## src/rtl/hs_reg_pipeline_pkg.sv

```systemverilog
// Shared types and helpers for the handshaked register pipeline.
// Holds the per-stage skid state encoding and the occupancy width rule.
package hs_reg_pipeline_pkg;

  typedef enum logic [1:0] {
    ST_EMPTY = 2'd0,
    ST_ONE   = 2'd1,
    ST_TWO   = 2'd2
  } stage_state_e;

  // Each stage holds up to two words, so the counter must reach 2*depth.
  function automatic int cnt_width(input int depth);
    return $clog2(2 * depth + 1);
  endfunction

endpackage

```

## src/rtl/hs_reg_stage.sv

```systemverilog
// One two-entry skid register stage with a valid/ready handshake.
// Ready depends only on local state, so no ready path crosses the stage.
module hs_reg_stage
  import hs_reg_pipeline_pkg::*;
#(
  parameter int DATA_WIDTH = 8
) (
  input  logic                  clk,
  input  logic                  rst_n,
  input  logic [DATA_WIDTH-1:0] in_data,
  input  logic                  in_vld,
  output logic                  in_rd,
  output logic [DATA_WIDTH-1:0] out_data,
  output logic                  out_vld,
  input  logic                  out_rd
);

  stage_state_e          state_q, state_d;
  logic [DATA_WIDTH-1:0] m_q, m_d;
  logic [DATA_WIDTH-1:0] s_q, s_d;
  logic                  in_xfer;
  logic                  out_xfer;

  assign in_rd    = (state_q != ST_TWO);
  assign out_vld  = (state_q != ST_EMPTY);
  assign out_data = m_q;

  assign in_xfer  = in_vld & in_rd;
  assign out_xfer = out_vld & out_rd;

  always_comb begin
    // NOTE: every target gets a default first so no path leaves it unassigned (no latch).
    state_d = state_q;
    m_d     = m_q;
    s_d     = s_q;
    unique case (state_q)
      ST_EMPTY: begin
        if (in_xfer) begin
          m_d     = in_data;
          state_d = ST_ONE;
        end
      end
      ST_ONE: begin
        if (in_xfer && out_xfer) begin
          m_d = in_data;
        end else if (out_xfer) begin
          state_d = ST_EMPTY;
        end else if (in_xfer) begin
          s_d     = in_data;
          state_d = ST_TWO;
        end
      end
      ST_TWO: begin
        // The skid word moves up to the head; ready reopens next cycle.
        if (out_xfer) begin
          m_d     = s_q;
          state_d = ST_ONE;
        end
      end
      default: state_d = ST_EMPTY;
    endcase
  end

  // NOTE: sequential state uses non-blocking assignments; the data registers are
  // reset too because the output word must read zero after reset.
  always_ff @(posedge clk) begin
    if (!rst_n) begin
      state_q <= ST_EMPTY;
      m_q     <= '0;
      s_q     <= '0;
    end else begin
      state_q <= state_d;
      m_q     <= m_d;
      s_q     <= s_d;
    end
  end

endmodule

```

## src/rtl/hs_reg_pipeline.sv

```systemverilog
// DEPTH-stage handshaked delay line built from skid stages, with a word counter.
// Data and ready are both registered at every stage boundary.
module hs_reg_pipeline
  import hs_reg_pipeline_pkg::*;
#(
  parameter int DATA_WIDTH = 8,
  parameter int DEPTH      = 2,
  parameter int CNT_WIDTH  = cnt_width(DEPTH)
) (
  input  logic                  clk,
  input  logic                  rst_n,
  input  logic [DATA_WIDTH-1:0] dataIn_data,
  input  logic                  dataIn_vld,
  output logic                  dataIn_rd,
  output logic [DATA_WIDTH-1:0] dataOut_data,
  output logic                  dataOut_vld,
  input  logic                  dataOut_rd,
  output logic [CNT_WIDTH-1:0]  occupancy
);

  // Index k is the input side of stage k; index DEPTH is the block output.
  logic [DATA_WIDTH-1:0] data_w [DEPTH+1];
  logic                  vld_w  [DEPTH+1];
  logic                  rd_w   [DEPTH+1];

  logic [CNT_WIDTH-1:0]  occ_q, occ_d;
  logic                  in_xfer;
  logic                  out_xfer;

  assign data_w[0]    = dataIn_data;
  assign vld_w[0]     = dataIn_vld;
  assign dataIn_rd    = rst_n & rd_w[0];
  assign dataOut_data = data_w[DEPTH];
  assign dataOut_vld  = vld_w[DEPTH];
  assign rd_w[DEPTH]  = dataOut_rd;

  for (genvar k = 0; k < DEPTH; k++) begin : g_stage
    hs_reg_stage #(
      .DATA_WIDTH (DATA_WIDTH)
    ) u_stage (
      .clk      (clk),
      .rst_n    (rst_n),
      .in_data  (data_w[k]),
      .in_vld   (vld_w[k]),
      .in_rd    (rd_w[k]),
      .out_data (data_w[k+1]),
      .out_vld  (vld_w[k+1]),
      .out_rd   (rd_w[k+1])
    );
  end

  assign in_xfer  = dataIn_vld & dataIn_rd;
  assign out_xfer = dataOut_vld & dataOut_rd;

  always_comb begin
    occ_d = occ_q;
    unique case ({in_xfer, out_xfer})
      2'b10:   occ_d = occ_q + CNT_WIDTH'(1);
      2'b01:   occ_d = occ_q - CNT_WIDTH'(1);
      default: occ_d = occ_q;
    endcase
  end

  always_ff @(posedge clk) begin
    if (!rst_n) begin
      occ_q <= '0;
    end else begin
      occ_q <= occ_d;
    end
  end

  assign occupancy = occ_q;

  occ_bound_a : assert property (@(posedge clk) disable iff (!rst_n)
    occ_q <= CNT_WIDTH'(2 * DEPTH));

endmodule

```

## config.mk

```make
export PLATFORM = sky130hd
export DESIGN_NAME = hs_reg_pipeline
export DESIGN_NICKNAME = d
export VERILOG_FILES = /design/src/rtl/hs_reg_pipeline_pkg.sv /design/src/rtl/hs_reg_stage.sv /design/src/rtl/hs_reg_pipeline.sv
export SDC_FILE = /design/constraint.sdc
export NUM_CORES = 1
export LEC_CHECK = 0
export CAP_MARGIN = 20
export CORE_MARGIN = 10
export CORE_UTILIZATION = 48
export DETAILED_ROUTE_END_ITERATION = 8
export HOLD_SLACK_MARGIN = 0.05
export PLACE_DENSITY_LB_ADDON = 0.3
export SYNTH_ARGS = -nofsm -noshare
export SYNTH_HDL_FRONTEND = slang
export SYNTH_HIERARCHICAL = 1
export SYNTH_SLANG_ARGS = --single-unit
```

## constraint.sdc

```tcl
create_clock -name clk -period 1.9 [get_ports clk]
set_input_delay 0.38 -clock clk [delete_from_list [all_inputs] [get_ports clk]]
set_output_delay 0.38 -clock clk [all_outputs]
set_load 0.02 [all_outputs]
```

=== After elaboration in Yosys (flattened, before gate mapping) ===
Cells that the tools add are included.

* Reductions and logical operators: 15
* Add/sub/neg operators: 2
* Eq/ne operators: 18
* Multiplexer cells: 20
* Bitwise logic cells: 9

{| class="wikitable"
|+ Operator list
! kind !! count
|-
| two-way mux 8 bit || 6
|-
| case mux 8 bit (3 select lines) || 2
|-
| AND reduction 4 bit || 6
|-
| two-way mux 2 bit || 9
|-
| case mux 2 bit (3 select lines) || 2
|-
| inequality test 2 x 1 -> 1 bit, second input constant || 5
|-
| inequality test 2 bit, second input constant || 5
|-
| equality test 2 x 1 -> 1 bit, second input constant || 3
|-
| equality test 2 bit, second input constant || 3
|-
| case mux 3 bit (2 select lines) || 1
|-
| nonzero test 2 bit || 3
|-
| nonzero test 3 bit || 2
|-
| AND 1 bit || 5
|-
| logical NOT 2 bit || 2
|-
| inverter 1 bit || 4
|-
| adder 3 x 1 -> 3 bit, second input constant || 1
|-
| inequality test 3 x 1 -> 1 bit, second input constant || 1
|-
| inequality test 3 x 2 -> 1 bit, second input constant || 1
|-
| subtractor 3 x 1 -> 3 bit, second input constant || 1
|-
| logical AND 1 bit || 2
|}

* Bits of input ports: 12
* Register bits: 39

=== Depth between registers and ports, before layout ===
Gate-level depths: netlist of the first run.

* Word-level depth: 6
* Gate-level depth with buffers: 9

=== Modules after synthesis ===
Netlist of the first run, hierarchy kept.

{| class="wikitable"
|+ By module, submodules not included
! module !! area an instance (sq um) !! cells each !! seq. area each (sq um) !! times used
|-
| hs_reg_stage || 828.3 || 80 || 360.3 || 2
|-
| hs_reg_pipeline || 167.7 || 16 || 60.1 || 1
|}

=== Least setup slack after synthesis of the first run ===
Ideal clock, no wire load.

* Path kind: flip-flop to flip-flop
* From: register g_stage[0].u_stage.state_q[0]
* To: register occ_q[2] (netlist: occupancy[2])
* Arrival time: 2.129 ns
* Stages on the path, launching flop included: 10
* Path buffers: 1
* Path slack: -0.299 ns
* Cell sequence: dfxtp_1 -> nand2b_1 -> buf_4 -> and2_1 -> nand2_1 -> ha_1 -> fa_1 -> xnor2_1 -> or3_1 -> a21boi_1

{| class="wikitable"
|+ RTL lines
! element !! line !! text
|-
| start: declaration || hs_reg_stage.sv:18 || <nowiki>stage_state_e state_q, state_d;</nowiki>
|-
| start signal: assignment || hs_reg_stage.sv:72 || <nowiki>state_q <= state_d;</nowiki>
|-
| end signal: assignment || hs_reg_pipeline.sv:66 || <nowiki>occ_q <= '0;</nowiki>
|-
| end signal: assignment || hs_reg_pipeline.sv:68 || <nowiki>occ_q <= occ_d;</nowiki>
|-
| end: declaration || hs_reg_pipeline.sv:26 || <nowiki>logic [CNT_WIDTH-1:0] occ_q, occ_d;</nowiki>
|}

=== Final worst setup path of the first run ===
* From: register g_stage[1].u_stage.state_q[1]
* To: register occ_q[2] (netlist: occupancy[2])

* Cells in the longest elaborated chain, start to end: 4
* Elaborated cells between the ends (all ways): 6
* Those cells by class: eq/ne: 2; mux: 1; bitwise: 1; reduce/logical: 2

{| class="wikitable"
|+ Ends and longest elaborated chain
! element !! line !! text
|-
| start: declaration || hs_reg_stage.sv:18 ||
|-
| start signal: assignment || hs_reg_stage.sv:72 ||
|-
| nonzero test 2 bit (*) || hs_reg_stage.sv:25 || <nowiki>assign out_vld = (state_q != ST_EMPTY);</nowiki>
|-
| AND 1 bit (*) || hs_reg_pipeline.sv:53 || <nowiki>assign out_xfer = dataOut_vld & dataOut_rd;</nowiki>
|-
| equality test 2 x 1 -> 1 bit / equality test 2 bit (equally long branches) || hs_reg_pipeline.sv:57 || <nowiki>unique case ({in_xfer, out_xfer})</nowiki>
|-
| case mux 3 bit (2 select lines) / nonzero test 2 bit (equally long branches) || n/a ||
|}

Every way passes the cells marked *; elsewhere a longest branch is shown, timed or not.
A chain may end at the register's enable or synchronous reset.

==> impl_results.md, run 1 <==
- Top delay family on crit path: simple AND/OR/NAND/NOR gates
- Gr usage total: 0.119
- DRT iter0 DRCs: 38
- Critical Path Fanout Max: 2
- Die ar.: 0.00667 sq mm
- Synth top area share: 0.428
- Number of global-route vias before repair: ~1,400
- Clock latency at the later pin of the worst-skew pair: 290 ps
- Post-Synthesis Cells: roughly 180
- Inserted Diodes: 0
- TNS Setup: 0 ps
- I/O pin cnt: 25
- Post-DP HPWL: 2.86 mm
- Slew @ Worst Pin: 662 ps
- CTS sink cnt: 39
- Fillers: between 300 and 400
- Yosys top cell by area: dfxtp_1
- Synth warn: 6
- Peak supply drop: 0.000443 V
- Max-cap violation count: 0
- DRT Wirelength: 3.73 mm
- First-pass GRT wire length: 6.33 mm
- Pin count of the biggest net entering global routing: 17
- Syn_area_per_cell: 10.4 sq um
- Synthesized area: 0.00182 sq mm
- Tmin final: approximately 1900 ps
- CTS tree: yes
- Fmax: 528 MHz
- Clock slew at reported path FFs: 70 ps
- Wire length per cell: 14.5 um
- GP Congestion: approximately 0.70
- Post-Syn Nets: 190
- Status: completed
- Type of the most critical hold path: flip-flop to flip-flop
- DR DRC count: 0
- Number of flops mapped to enable cells by yosys: 0
- Leakage: 0.000925 uW
- Die height: 81.7 um
- Worst path buffer plus inverter count: 0
- Area growth, synth to finish: 25.2%
- Startpoint Class: flip-flop
- # port buffers: 24
- Flops & latches, synth: 39
- Final setup vio count: 0
- FFs w/ async S/R, synth: 0
- Drt pass-1 iters: 4
- Via/cell ratio: ~5.3
- Final ANT Viol Nets: 0
- Tcrit/Tclk final: 0.997
- RSZ-0062 raised after global routing: true
- Starting Density: 0.498
- Synth area leaders: dfxtp_1, mux2i_1, a211oi_1
- Worst path max stage delay: 360 ps
- CTS Root Cell: clkbuf_8
- Crit. End Element: flip-flop
- Pwr dens: around 760 mW/mm^2
- Die extent in x: 81.7 um
- Share of cells above drive strength 1: 0.187
- CP max-delay cell: fa_2
- Clock tree buffer depth: 2
- H-tree depth: 2
- Global route overflow: 0
- CP Cell Sequence: or2_4 > and2_4 > ha_4 > fa_2 > xnor2_2 > or3_1 > a21boi_1
- CORE AREA: 0.00366 sq mm
- Critical Path AT: 2120 ps
- Netlist cell types: 27
- Pins Over Slew Limit: 0
- Slew headroom: 0.558
- TritonCTS Buffers: 5
- Critical path class: flip-flop to flip-flop
- Hold_buf cts: 0
- Crit path required time: about 2100 ps
- Number of post-CTS setup repair buffers: 0
- Post-layout power: roughly 1700 uW
- Fin nets: approximately 220
- Initial antenna violation count: 0
- Final Hold Vio Count: 0
- Ys flop type: dfxtp_1
- Place WS: -319 ps
- Clock Skew: 2.09 ps
- Fin worst setup slack: 5.86 ps
- Sequential element share of the synthesized area: 0.428
- Vias: 1,365
- # rows: 22
[sequential cells by signal (all words and copies together) (netlist names)]
name and count:
g_stage.u_stage/out_data 16, g_stage.u_stage/s_q 16, g_stage.u_stage/state_q 4, occupancy 3
[what timing repair did]
action	CTS	global route
gates cloned	0	0
hold endpoints to repair	0	0
setup endpoints to repair	2	4
gates resized for setup	1	6
pin swaps	1	3
[tightest hold or removal path, cell delays in order, from the launching register on]
cell	delay (ps)
dfxtp_1	330
mux2i_1	60
nor2_1	70
[synthesized netlist by cell type, types with 3 or more instances]
library cell and number:
a211oi_1 30, and2_1 3, buf_2 4, buf_4 4, dfxtp_1 39, mux2i_1 35
nand2_1 3, nand2b_1 4, nor2_1 20, nor2b_1 3, o21a_1 4
[logic make-up (layout without fill, tap and decap cells)]
| family | count (synthesis) | after routing | synth area share |
|---|---|---|---|
| flip-flops | 39 | 39 | 0.428 |
| AO/OA/AOI/OAI | 42 | 42 | 0.182 |
| multiplexers | 35 | 35 | 0.192 |
| adder cells (fa/ha/maj) | 2 | 2 | 0.0178 |
| AND/OR/NAND/NOR | 42 | 42 | 0.122 |
| buffers and inverters | 14 | 47 | 0.0480 |
| XOR/XNOR | 2 | 2 | 0.00960 |
[per-layer routing]
metal | up-vias | routed length (um) | track usage
li1 | 703 | - | -
met1 | 634 | 1660 | 0.134
met2 | 23 | 1840 | 0.205
met3 | 5 | 200 | 0.0448
met4 | 0 | 35 | 0.0357
met5 | - | 0 | 0
[where the power goes]
group	switching (uW)	internal (uW)	total, uW
clock	283	256	539
sequential	30.3	860	890
combinational	147	167	314
total	460	1280	1740
[placed cells by master, fill, tap and decap left out, types with 3 or more instances in the layout]
master / count
dfxtp_1: 37
buf_4: 13
clkbuf_8: 5
a211oi_1: 30
o21a_1: 4
clkdlybuf4s50_1: 22
mux2i_1: 35
nand2b_1: 3
nor2_1: 20
nand2_1: 3
[final timing paths]
kind / start / end / slack, ps / cells past startpoint
setup / recovery: g_stage[1].u_stage/state_q[1]$_SDFFE_PN0P_ / occupancy[2]$_SDFFE_PN0P_ / 6 / 7
setup reg to reg: g_stage[1].u_stage/state_q[1]$_SDFFE_PN0P_ / occupancy[2]$_SDFFE_PN0P_ / 6 / 7
hold reg to reg: g_stage[0].u_stage/s_q[2]$_SDFFE_PN0P_ / g_stage[0].u_stage/s_q[2]$_SDFFE_PN0P_ / 500 / 2
hold / removal: g_stage[0].u_stage/s_q[2]$_SDFFE_PN0P_ / g_stage[0].u_stage/s_q[2]$_SDFFE_PN0P_ / 500 / 2
[area by class of cell]
cell class / count / area (sq um) / area share
Sequential cell: 39 / 783 / 0.343
Tap cell: 48 / 60.1 / 0.0263
Multi-Input combinational cell: 123 / 1010 / 0.442
Clock buffer: 6 / 72.6 / 0.0318
Timing Repair Buffer: 37 / 339 / 0.148
Clock inverter: 2 / 12.5 / 0.00548
Inverter: 2 / 7.51 / 0.00329
[through the flow]
stage               hold WS, ps   util  area, sq um  instances
finish                      496  0.624         2280        257
global route                535  0.624         2280        257
CTS                         500  0.617         2260        257
detailed placement          480  0.594         2170        249
global placement            466  0.594         2170        249
floorplan                   460      -         1850        176
(Power assumes the default switching activity.)
==> inputs of run 2 (changes only) <==
--- a/config.mk
+++ b/config.mk
@@ -9,6 +9,7 @@
 export CORE_MARGIN = 10
 export CORE_UTILIZATION = 48
 export DETAILED_ROUTE_END_ITERATION = 8
+export GPL_ROUTABILITY_DRIVEN = 0
 export HOLD_SLACK_MARGIN = 0.05
 export PLACE_DENSITY_LB_ADDON = 0.3
 export SYNTH_ARGS = -nofsm -noshare
==> results of run 2 <==
Final layout, timing and power as in run 1 (identical DEF).
==> inputs of run 3 (changes only) <==
--- a/config.mk
+++ b/config.mk
@@ -6,8 +6,10 @@
 export NUM_CORES = 1
 export LEC_CHECK = 0
 export CAP_MARGIN = 20
+export CELL_PAD_IN_SITES_DETAIL_PLACEMENT = 1
+export CELL_PAD_IN_SITES_GLOBAL_PLACEMENT = 2
 export CORE_MARGIN = 10
-export CORE_UTILIZATION = 48
+export CORE_UTILIZATION = 31
 export DETAILED_ROUTE_END_ITERATION = 8
 export GPL_ROUTABILITY_DRIVEN = 0
 export HOLD_SLACK_MARGIN = 0.05
==> run 3 against run 2 <==
  * Critical path depth increased by 1
  * Global-route usage shrank 2.4 points
  * Cell area grew 1.5%
  * Utilization shrank 21 points
  * Clock skew grew 4.3 ps
  * Wire length increased by 16%
  * The flow now finishes with violations (setup timing)
  * Critical endpoint unchanged
  * Clock power rose by 29%
  * Combinational power is essentially flat
  * Sequential power about the same
  * Setup slack lost 38 ps
  * Non-clock buffer count unchanged
  * Die area up 40%
==> impl_results.md, run 3 (synthesis results as in run 1) <==
- Status: complete, but fails checks
- Failing checks: setup timing
- CP max-delay cell: clkdlybuf4s50_1
- Clock tree buffer depth: 2
- Gr usage total: 0.0946
- Inserted Diodes: 0
- # rows: 27
- CTS tree: yes
- Share of cells above drive strength 1: 0.182
- RSZ-0062 raised after global routing: true
- Wire length per cell: around 15 um
- Pin count of the biggest net entering global routing: 17
- Critical Path AT: 2160 ps
- Tmin final: 1930 ps
- Slew @ Worst Pin: 613 ps
- Critical Path Fanout Max: 2
- # port buffers: 24
- Initial antenna violation count: 0
- Area growth, synth to finish: 27.1%
- Critical path class: input port to flip-flop
- Fin nets: between 200 and 250
- Leakage: 0.000928 uW
- Most common cell after layout, fill and taps aside: dfxtp_1
- Post-route insts no fill: 281
- Slew headroom: 0.591
- First-pass GRT wire length: 7.50 mm
- Worst path max stage delay: between 400 and 500 ps
- CORE AREA: approximately 0.0056 sq mm
- Highest-count cells in the layout ignoring fill and taps: dfxtp_1, mux2i_1, a211oi_1, clkdlybuf4s50_1, nor2_1
- H-tree depth: 2
- Tcrit/Tclk final: 1.02
- Max-cap violation count: 0
- DRT iter0 DRCs: 30
- Hold_buf cts: 0
- Drt pass-1 iters: 2
- Post-DP HPWL: between 3 and 4 mm
- Number of global-route vias before repair: roughly 1,600
- CTS Root Cell: clkbuf_8
- Crit path required time: 2130 ps
- Die height: 96.7 um
- DR DRC count: 0
- Fillers: 636
- Worst path buffer plus inverter count: 1
- Type of the most critical hold path: flip-flop to flip-flop
- Post-layout power: 1900 uW
- Fin worst setup slack: -32.4 ps
- Top delay family on crit path: simple AND/OR/NAND/NOR gates
- Cells after DPL: 273
- Clock Skew: approximately 6.4 ps
- CTS sink cnt: 39
- Startpoint Class: input port
- Final ANT Viol Nets: 0
- Final setup vio count: 1
- Peak supply drop: 0.000270 V
- Starting Density: 0.325
- Vias: around 1,400
- Pwr dens: between 800 and 900 mW/mm^2
- TritonCTS Buffers: 5
- Die ar.: 0.00935 sq mm
- Final Hold Vio Count: 0
- Clock slew at reported path FFs: roughly 80 ps
- Pins Over Slew Limit: 0
- DRT Wirelength: 4.34 mm
- Via/cell ratio: 5.03
- Clock latency at the later pin of the worst-skew pair: just under 300 ps
- Crit. End Element: flip-flop
- Fmax: 517 MHz
- Number of post-CTS setup repair buffers: 0
- I/O pin cnt: 25
- Die extent in x: 96.7 um
- Global route overflow: 0
- CP Cell Sequence: clkdlybuf4s50_1 > and2_4 > nand2_1 > ha_2 > fa_2 > xnor2_1 > or3_1 > a21boi_1
run 3: cell type report:
class	count	area, sq um	area share
multi-input cells	123	988	0.426
clock buffers	5	68.8	0.0297
clock inverters	3	43.8	0.0189
inverters	2	7.51	0.00324
well taps	72	90.1	0.0389
flip-flops and latches	39	783	0.338
repair buffers	37	337	0.145
run 3: per-stage QoR:
stage	utilization	area, sq um	hold slack, ps	worst slack [ps]	TNS, ps
CTS	0.413	2310	511	-51.6	-51.6
finish	0.413	2320	501	-32.4	-32.4
global route	0.413	2320	539	-103	-103
global placement	0.393	2200	468	-274	-739
floorplan	-	1850	460	-57.7	-57.7
detailed placement	0.393	2200	492	-364	-1420
run 3: worst paths after layout:
| kind | slack [ps] | startpoint | cells after the start | to |
|---|---|---|---|---|
| worst max register to register | -30 | g_stage[1].u_stage/state_q[1]$_SDFFE_PN0P_ | 7 | occupancy[2]$_SDFFE_PN0P_ |
| worst min-delay path | 500 | g_stage[1].u_stage/s_q[7]$_SDFFE_PN0P_ | 2 | g_stage[1].u_stage/s_q[7]$_SDFFE_PN0P_ |
| worst min register to register | 500 | g_stage[1].u_stage/s_q[7]$_SDFFE_PN0P_ | 2 | g_stage[1].u_stage/s_q[7]$_SDFFE_PN0P_ |
| worst max-delay path | -30 | rst_n | 8 | occupancy[2]$_SDFFE_PN0P_ |
run 3: report_power, final:
group,internal [uW],switching [uW]
Sequential,860,32.4
Clock,391,307
Combinational,161,149
Total,1410,489
run 3: routing by layer:
metal	GRT usage	vias up	wire length, um	share of wire
met5	0	-	0	0
met4	0.0383	0	74	0.017
met3	0.0298	9	187	0.043
met2	0.178	22	2290	0.53
met1	0.0925	683	1790	0.41
li1	-	700	-	-
run 3: worst min-delay path: cells and delay by family, from the launching register on:
kind | cells | cell delay [ps]
simple gates | 1 | 70
flops | 1 | 330
mux | 1 | 70
run 3: repair_timing:
item	CTS	global route
gates cloned	0	0
pin swaps	0	1
endpoints found under the setup margin	2	4
resized for setup	1	2
